### src/rtl/mem_arbiter.sv
// Two-master arbiter (CPU read/write, device read-only) in front of one shared memory port.
// Round-robin on simultaneous requests; every access takes MEM_LAT cycles plus one DONE cycle.
module mem_arbiter #(
  parameter int unsigned MEM_LAT = 2
) (
  input  logic        clk,
  input  logic        reset,
  input  logic        CPU_MIO,
  input  logic        cpu_we,
  input  logic [31:0] cpu_addr,
  input  logic [31:0] cpu_wdata,
  output logic        MIO_ready,
  output logic [31:0] cpu_rdata,
  input  logic        dev_req,
  input  logic [31:0] dev_addr,
  output logic        dev_ack,
  output logic [31:0] dev_rdata,
  output logic        mem_en,
  output logic        mem_we,
  output logic [31:0] mem_addr,
  output logic [31:0] mem_wdata,
  input  logic [31:0] mem_rdata,
  output logic        grant,
  output logic [1:0]  state
);

  typedef enum logic [1:0] {
    IDLE   = 2'd0,
    ACCESS = 2'd1,
    DONE   = 2'd2
  } state_t;

  localparam logic [2:0] LAT = 3'(MEM_LAT);

  state_t     cur_state;
  state_t     next_state;
  logic [2:0] cnt;
  logic       we_q;
  logic       dev_prio;   // device wins the next tie
  logic       any_req;
  logic       pick_dev;

  always_comb begin
    // NOTE: every variable gets a default before the case so no path can infer a latch.
    next_state = cur_state;
    any_req    = CPU_MIO | dev_req;
    pick_dev   = dev_req & (~CPU_MIO | dev_prio);
    case (cur_state)
      IDLE:    if (any_req) next_state = ACCESS;
      ACCESS:  if (cnt == 3'd1) next_state = DONE;
      DONE:    next_state = IDLE;
      default: next_state = IDLE;
    endcase
  end

  // Strobes and pulses default low each cycle; they are raised only on the transition that needs them.
  always_ff @(posedge clk) begin
    // NOTE: sequential state uses non-blocking assignments so all flops update together at the edge.
    if (reset) begin
      cur_state <= IDLE;
      cnt       <= '0;
      we_q      <= 1'b0;
      dev_prio  <= 1'b0;
      grant     <= 1'b0;
      MIO_ready <= 1'b0;
      dev_ack   <= 1'b0;
      mem_en    <= 1'b0;
      mem_we    <= 1'b0;
      mem_addr  <= '0;
      mem_wdata <= '0;
      cpu_rdata <= '0;
      dev_rdata <= '0;
    end else begin
      cur_state <= next_state;
      mem_en    <= 1'b0;
      mem_we    <= 1'b0;
      MIO_ready <= 1'b0;
      dev_ack   <= 1'b0;
      case (cur_state)
        IDLE: begin
          if (any_req) begin
            grant     <= pick_dev;
            dev_prio  <= ~pick_dev;
            we_q      <= ~pick_dev & cpu_we;
            mem_en    <= 1'b1;
            mem_we    <= ~pick_dev & cpu_we;
            mem_addr  <= pick_dev ? dev_addr : cpu_addr;
            mem_wdata <= pick_dev ? '0 : cpu_wdata;
            cnt       <= LAT;
          end
        end
        ACCESS: begin
          cnt <= cnt - 3'd1;
          // Last access cycle: read data is valid now, so capture it as DONE begins.
          if (cnt == 3'd1) begin
            if (grant) begin
              dev_ack   <= 1'b1;
              dev_rdata <= mem_rdata;
            end else begin
              MIO_ready <= 1'b1;
              if (!we_q) cpu_rdata <= mem_rdata;
            end
          end
        end
        default: ;
      endcase
    end
  end

  assign state = cur_state;

endmodule

### config.mk
export PLATFORM = sky130hd
export DESIGN_NAME = mem_arbiter
export DESIGN_NICKNAME = d
export VERILOG_FILES = /design/src/rtl/mem_arbiter.sv
export SDC_FILE = /design/constraint.sdc
export NUM_CORES = 1
export LEC_CHECK = 0
export ABC_AREA = 0
export CAP_MARGIN = 20
export CORE_MARGIN = 1.5
export CORE_UTILIZATION = 35
export CTS_BUF_LIST = sky130_fd_sc_hd__clkbuf_8
export DETAILED_ROUTE_END_ITERATION = 10
export PLACE_DENSITY = 0.75
export SETUP_SLACK_MARGIN = 0.02
export SYNTH_ARGS = -nofsm -noshare
export SYNTH_HDL_FRONTEND = slang
export SYNTH_SLANG_ARGS = --single-unit
### constraint.sdc
create_clock -name clk -period 2.25 [get_ports clk]
set_input_delay 0.225 -clock clk [delete_from_list [all_inputs] [get_ports clk]]
set_output_delay 0.225 -clock clk [all_outputs]
set_load 0.005 [all_outputs]
==> results of run 1 <==
registers in the layout, indices dropped and copies added, names as in the netlist, 2 cells and up:
name,flops
cpu_rdata,32
mem_addr,32
cnt,3
mem_wdata,32
state,2
dev_rdata,32
layout by cell type (no fill, tap or decap), types with 2 or more instances in the layout:
master	count
dfxtp_1	140
inv_6	2
o21ai_0	88
or2_2	3
nand4_1	32
buf_12	7
inv_1	6
clkinvlp_4	2
clkinv_4	3
nor3_1	2
clkdlybuf4s50_1	266
nor2_4	2
nand2b_1	2
clkbuf_8	18
ha_1	2
nand2_1	2
nor2_1	3
buf_4	14
bufinv_16	5
o21ai_1	45
a31oi_1	32
o211ai_1	2
a21oi_1	102
nand3_1	129
Yosys cell counts:
library cell  number  area share
buf_1              2      0.0013
inv_1              5      0.0034
a221oi_1           1      0.0016
nor2b_1            1      0.0011
nand2b_1           2      0.0022
or2_1              1      0.0011
nand3_1          129        0.12
or2_2              2      0.0022
nor3_1             2      0.0018
ha_1               2      0.0045
nand3b_1           1      0.0013
a21boi_1           1      0.0013
and4bb_1           1      0.0022
a2111oi_0          1      0.0016
nor2_2             1      0.0011
buf_4              2      0.0027
o211ai_1           2      0.0027
o21ai_1           45       0.040
buf_2             23       0.021
dfxtp_1          140        0.50
nand2_1            2      0.0013
nand4_1           32       0.036
o21ai_0           88       0.079
a21oi_1          102       0.091
a31oi_1           32       0.036
nor2_1             5      0.0034
nand4bb_1          1      0.0020
clkbuf_1          55       0.037
a2111o_1           1      0.0020
buf_6              1      0.0020
layout make-up:
type | instances | area [µm²]
clock buffers | 18 | 248
repair buffers | 287 | 2910
flip-flops and latches | 140 | 2800
well taps | 216 | 270
inverters | 5 | 18.8
fillers | 1436 | 6810
clock inverters | 14 | 218
multi-input cells | 455 | 2440
how the worst max path moves through the flow:
stage | depth (start not counted) | startpoint | end | slack (ns)
2_1_floorplan | 7 | cnt[1] | dev_rdata[20] | 0.91
3_3_place_gp | 4 | state[0] | mem_wdata[23] | 0.47
3_5_place_dp | 4 | state[0] | mem_wdata[28] | 0.42
4_1_cts | 4 | state[0] | mem_wdata[19] | 0.33
5_1_grt | 4 | state[0] | mem_wdata[19] | 0.21
6_report | 4 | state[0] | mem_wdata[19] | 0.36
per-layer routing:
metal | share of wire | up-vias | wire length [µm] | global-route usage
met1 | 0.41 | 2838 | 7610 | 0.263
met2 | 0.47 | 254 | 8630 | 0.348
met3 | 0.10 | 25 | 1850 | 0.0966
met4 | 0.017 | 0 | 318 | 0.0681
met5 | 0 | - | 0 | 0
li1 | - | 2946 | - | -
per-stage QoR:
step                      setup slack, ns  instances  hold slack, ns  area [µm²]
after global routing                0.213       1135           0.282        8910
after detailed placement            0.422       1103           0.465        8440
final                               0.356       1135           0.309        8910
after CTS                           0.325       1135           0.272        8910
after floorplan                     0.906        683           0.367        5590
after global placement              0.473       1103           0.455        8440
power groups by stage:
stage | Clock (mW) | Sequential, mW | Combinational, mW
2_1_floorplan | 0 | 2.71 | 0.450
3_3_place_gp | 0 | 2.71 | 1.07
3_5_place_dp | 0 | 2.71 | 1.07
4_1_cts | 2.43 | 2.66 | 1.08
5_1_grt | 2.55 | 2.67 | 1.16
6_report | 2.36 | 2.66 | 1.07
kinds of logic after synthesis:
group / count (synthesis) / synth area share
AO/OA/AOI/OAI: 273 / 0.256
AND/OR/NAND/NOR: 180 / 0.171
flip-flops: 140 / 0.502
buffers and inverters: 88 / 0.0670
adder cells (fa/ha/maj): 2 / 0.00448
critical path, cell delays in order, from the launching register on:
cell	delay, ns
dfxtp_1	0.50
or2_2	0.64
buf_4	0.34
o21ai_0	0.15
a21oi_1	0.16
==> metrics.md, run 1 <==
| Metric | Value |
|---|---|
| CTS tree | `built` |
| Mean routed wirelength per cell | `approximately 16 µm` |
| Final Core Density | `0.567` |
| Syn Nets | `818` |
| TritonRoute pass-1 iters | `4` |
| Syn. warnings | `0` |
| Setup bufs post-CTS | `0` |
| MaxCap Viol Count | `0` |
| Register share of total power | `0.436` |
| Clock Latency Late Sink | `between 0.4 and 0.5 ns` |
| Clock power share | `0.388` |
| Vias in the first global route | `around 5700` |
| Post_cts resized | `0` |
| # DRC | `0` |
| Rows | `46` |
| R2r endpoint | `mem_wdata[19]` |
| Antenna Nets Post-Route | `0` |
| Port bufs | `between 200 and 300` |
| Final Max Tran Viols | `0` |
| Initial DRC count | `332` |
| Die height | `between 100 and 150 µm` |
| PD cells | `around 680 nW/µm²` |
| Starting Density | `0.356` |
| Maximum fanout along the worst path | `35` |
| CTS buffer count | `17` |
| P_int | `4.50 mW` |
| Post-synthesis register bit count | `140` |
| Layout overhead on the synthesized area | `59.4%` |
| Hold_buf cts | `0` |
| Hold Path Depth | `2` |
| Top-level I/O count | `roughly 270` |
| Peak supply drop | `between 0.4 and 0.5 mV` |
| Worst r2r path cells | `4` |
| Hold Fails Final Rpt | `0` |
| Layout cells sized above 1 | `0.0664` |
| CP Capture Type | `flip-flop` |
| Reg-to-Reg Start | `state[0]` |
| Final min period | `1.89 ns` |
| Clk slew on worst S/H paths | `0.08 ns` |
| Mean Syn Cell Area | `8.18 µm²` |
| Status | `complete, no violations` |
| RSZ-0062 raised after global routing | `false` |
| Core area | `approximately 16000 µm²` |
| Yosys cell types | `30` |
| Global Route Usage Sum | `0.218` |
| Chip Width | `~130 µm` |
| Syn Inst Count | `roughly 680` |
| Root Driver | `clkbuf_8` |
| Least-Margin Pin Slew | `between 0.9 and 1 ns` |
| Hold Path Class | `input pin to flip-flop` |
| DR vias/cell | `5.34` |
| Final net count | `1041` |
| Synth Cell Area | `around 5600 µm²` |
| Crit path launch type | `flip-flop` |
| Largest net degree at the start of global routing | `between 60 and 70` |
| Gr ovfl total | `0` |
| Max Fclk | `approximately 530 MHz` |
| Min-delay src | `reset` |
| Critical path class | `flip-flop to flip-flop` |
| First-pass GRT wire length | `roughly 29000 µm` |
| Post-Route Setup TNS | `0 ns` |
| H-tree depth | `4` |
| Clk_skew | `around 0.012 ns` |
| Final setup fails | `0` |
| CTS Sinks | `140` |
| Initial antenna violation count | `0` |
| Arr. time, crit path | `2.26 ns` |
| Vias post-DR | `a little over 6000` |
| Net Switching | `1.60 mW` |
| Register area share after synthesis | `0.502` |
| Die area | `16700 µm²` |
| GPL Wtd Cong | `approximately 0.76` |
| Static Leak | `~2.9 nW` |
| CP required | `between 2 and 3 ns` |
| PnR Total Power | `roughly 6.1 mW` |
| Worst slew margin | `0.346` |
| Sw Share | `0.262` |
| Max Root-Sink Buffers | `2` |
| R2R Setup Slk | `roughly 0.36 ns` |
| HPWL after detailed placement | `~12000 µm` |
| Final period utilization | `0.842` |
| Final wirelength | `between 15000 and 20000 µm` |
| Hold EP | `mem_en` |
| # diodes | `0` |
| Comb power frac | `0.176` |
(Power assumes the default switching activity.)
==> run 2: changes to the inputs <==
--- a/config.mk
+++ b/config.mk
@@ -11,7 +11,7 @@
 export CORE_UTILIZATION = 35
 export CTS_BUF_LIST = sky130_fd_sc_hd__clkbuf_8
 export DETAILED_ROUTE_END_ITERATION = 10
-export PLACE_DENSITY = 0.75
+export PLACE_DENSITY = 0.77
 export SETUP_SLACK_MARGIN = 0.02
 export SYNTH_ARGS = -nofsm -noshare
 export SYNTH_HDL_FRONTEND = slang
==> constraint.sdc (replaced) <==
create_clock -name clk -period 1.6 [get_ports clk]
set_input_delay 0.16 -clock clk [delete_from_list [all_inputs] [get_ports clk]]
set_output_delay 0.16 -clock clk [all_outputs]
set_load 0.005 [all_outputs]
==> run 2 against run 1 <==
Combinational power grew 48%. Setup slack lost 0.26 ns. First-iteration DRC count grew 19%. Largest power group unchanged. Highest routed layer unchanged.
==> metrics.md, run 2 (synthesized netlist as in run 1, its figures left out) <==
| Metric | Value |
|---|---|
| Port bufs | `267 (unchanged)` |
| PD cells | `911 nW/µm² (was 684 nW/µm²)` |
| Critical path class | `flip-flop to primary output (was flip-flop to flip-flop)` |
| CTS buffer count | `17 (unchanged)` |
| Setup bufs post-CTS | `0 (unchanged)` |
| # diodes | `0 (unchanged)` |
| Hold Fails Final Rpt | `0 (unchanged)` |
| Chip Width | `129 µm (unchanged)` |
| Final net count | `1052 (was 1041)` |
| Final wirelength | `18900 µm (was 18400 µm)` |
| PnR Total Power | `8.21 mW (was 6.09 mW)` |
| DR vias/cell | `5.32 (was 5.34)` |
| CP Capture Type | `primary output (was flip-flop)` |
| Hold Path Class | `input pin to flip-flop (unchanged)` |
| Maximum fanout along the worst path | `2 (was 35)` |
| Most frequent cells in the layout | `clkdlybuf4s50_1 (263), dfxtp_1 (136), nand3_1 (128), a21oi_1 (102), o21ai_0 (87) (was clkdlybuf4s50_1 (266), dfxtp_1 (140), nand3_1 (129), a21oi_1 (102), o21ai_0 (88))` |
| Rows | `46 (unchanged)` |
| H-tree depth | `4 (unchanged)` |
| Final min period | `1.50 ns` |
| Initial DRC count | `394 (was 332)` |
| Clock Latency Late Sink | `0.44 ns (about the same)` |
| Final Core Density | `0.574 (was 0.567)` |
| Root Driver | `clkbuf_8 (unchanged)` |
| # DRC | `0 (unchanged)` |
| First-pass GRT wire length | `29600 µm (was 28800 µm)` |
| Layout overhead on the synthesized area | `61.3% (was 59.4%)` |
| Starting Density | `0.356 (unchanged)` |
| Max Fclk | `667 MHz` |
| Least-Margin Pin Slew | `0.654 ns (was 0.980 ns)` |
| Post-place setup slack | `-0.0393 ns (was 0.422 ns)` |
| Vias in the first global route | `5685 (was 5665)` |
| Critical-path cell list | `clkdlybuf4s50_1 (was or2_2 > buf_4 > o21ai_0 > a21oi_1)` |
| Peak supply drop | `0.485 mV (was 0.480 mV)` |
| Buf+Inv Stages, Crit Path | `1 (unchanged)` |
| Core area | `15700 µm² (unchanged)` |
| TritonRoute pass-1 iters | `5 (was 4)` |
| Clk slew on worst S/H paths | `0.09 ns (was 0.08 ns)` |
| GPL Wtd Cong | `0.793 (was 0.761)` |
| HPWL after detailed placement | `12400 µm (was 11800 µm)` |
| Top-level I/O count | `268 (unchanged)` |
| Max Root-Sink Buffers | `2 (unchanged)` |
| Crit path max-delay cell type | `clkdlybuf4s50_1 (was or2_2)` |
| Post-Route Setup TNS | `0 ns (unchanged)` |
| Mean routed wirelength per cell | `16.5 µm (was 16.2 µm)` |
| Final setup fails | `0 (unchanged)` |
| Final Max Tran Viols | `0 (unchanged)` |
| Crit path launch type | `flip-flop (unchanged)` |
| Final worst slack | `0.101 ns (was 0.356 ns)` |
| CP top delay family | `buffers and inverters (was simple AND/OR/NAND/NOR gates)` |
| Worst path max stage delay | `0.53 ns (was 0.64 ns)` |
| Clk_skew | `0.0142 ns (was 0.0115 ns)` |
| Antenna Nets Post-Route | `0 (unchanged)` |
| Initial antenna violation count | `0 (unchanged)` |
| Vias post-DR | `6100 (was 6063)` |
| Arr. time, crit path | `1.34 ns (was 2.26 ns)` |
| Worst slew margin | `0.564 (was 0.346)` |
| Post-route cell area | `9010 µm² (was 8910 µm²)` |
| CTS Sinks | `140 (unchanged)` |
| Global Route Usage Sum | `0.224 (was 0.218)` |
| CTS tree | `built (unchanged)` |
| Final period utilization | `0.937` |
| CP required | `1.44 ns (was 2.62 ns)` |
| Placed Area | `8590 µm² (was 8440 µm²)` |
| RSZ-0062 raised after global routing | `false (unchanged)` |
| Die area | `16700 µm² (unchanged)` |
| Gr ovfl total | `0 (unchanged)` |
| Status | `complete, no violations (unchanged)` |
| Layout cells sized above 1 | `0.0849 (was 0.0664)` |
| Static Leak | `3.04 nW (was 2.94 nW)` |
| Commonest non-fill, non-tap cell in the layout | `clkdlybuf4s50_1 (unchanged)` |
| Largest net degree at the start of global routing | `71 (was 68)` |
| MaxCap Viol Count | `0 (unchanged)` |
| Die height | `129 µm (unchanged)` |
-- run 2: cell types whose count changed in the layout (fill, tap and decap cells not counted), moves of 2 or more --
cell	previous run	this run
dfxtp_4	0	2
clkdlybuf4s50_1	266	263
dlymetal6s2s_1	0	3
buf_12	7	12
dfxtp_2	0	2
clkinv_2	1	3
buf_4	14	20
dfxtp_1	140	136
bufinv_16	5	2
-- run 2: cell type report --
class                   count  area (µm²)
flip-flops and latches    140        2810
multi-input cells         455        2450
inverters                   5        18.8
clock buffers              19         262
repair buffers            298        3060
well taps                 216         270
fillers                  1441        6700
clock inverters            13         141
-- run 2: layer usage --
layer	track usage	vias up	part of all wire
li1	-	2972	-
met1	0.271	2858	0.42
met2	0.368	252	0.47
met5	0	-	0
met3	0.0884	18	0.098
met4	0.0621	0	0.013
-- run 2: final timing paths --
check / from / end / slack [ns] / cells past startpoint
worst max-delay path: mem_wdata[2] / mem_wdata[2] / 0.10 / 1
worst min-delay path: reset / state[1] / 0.18 / 2
worst max register to register: cnt[1] / cpu_rdata[21] / 0.16 / 6
worst min register to register: mem_wdata[4] / mem_wdata[4] / 0.47 / 2
-- run 2: stage by stage --
| step | hold slack, ns | std cells |
|---|---|---|
| 6_report | 0.179 | 1146 |
| 3_3_place_gp | 0.456 | 1114 |
| 4_1_cts | 0.147 | 1146 |
| 5_1_grt | 0.164 | 1146 |
| 3_5_place_dp | 0.465 | 1114 |
| 2_1_floorplan | 0.302 | 683 |
-- run 2: where the power goes --
group	internal [mW]	switching [mW]	total [mW]
registers	3.65	0.0930	3.74
clock network	1.48	1.42	2.90
logic	0.819	0.759	1.58
-- run 2: timing repair --
action,CTS,global route
resized for setup,4,8
setup endpoints to repair,2,7
cloned,0,0
hold buffers,0,0
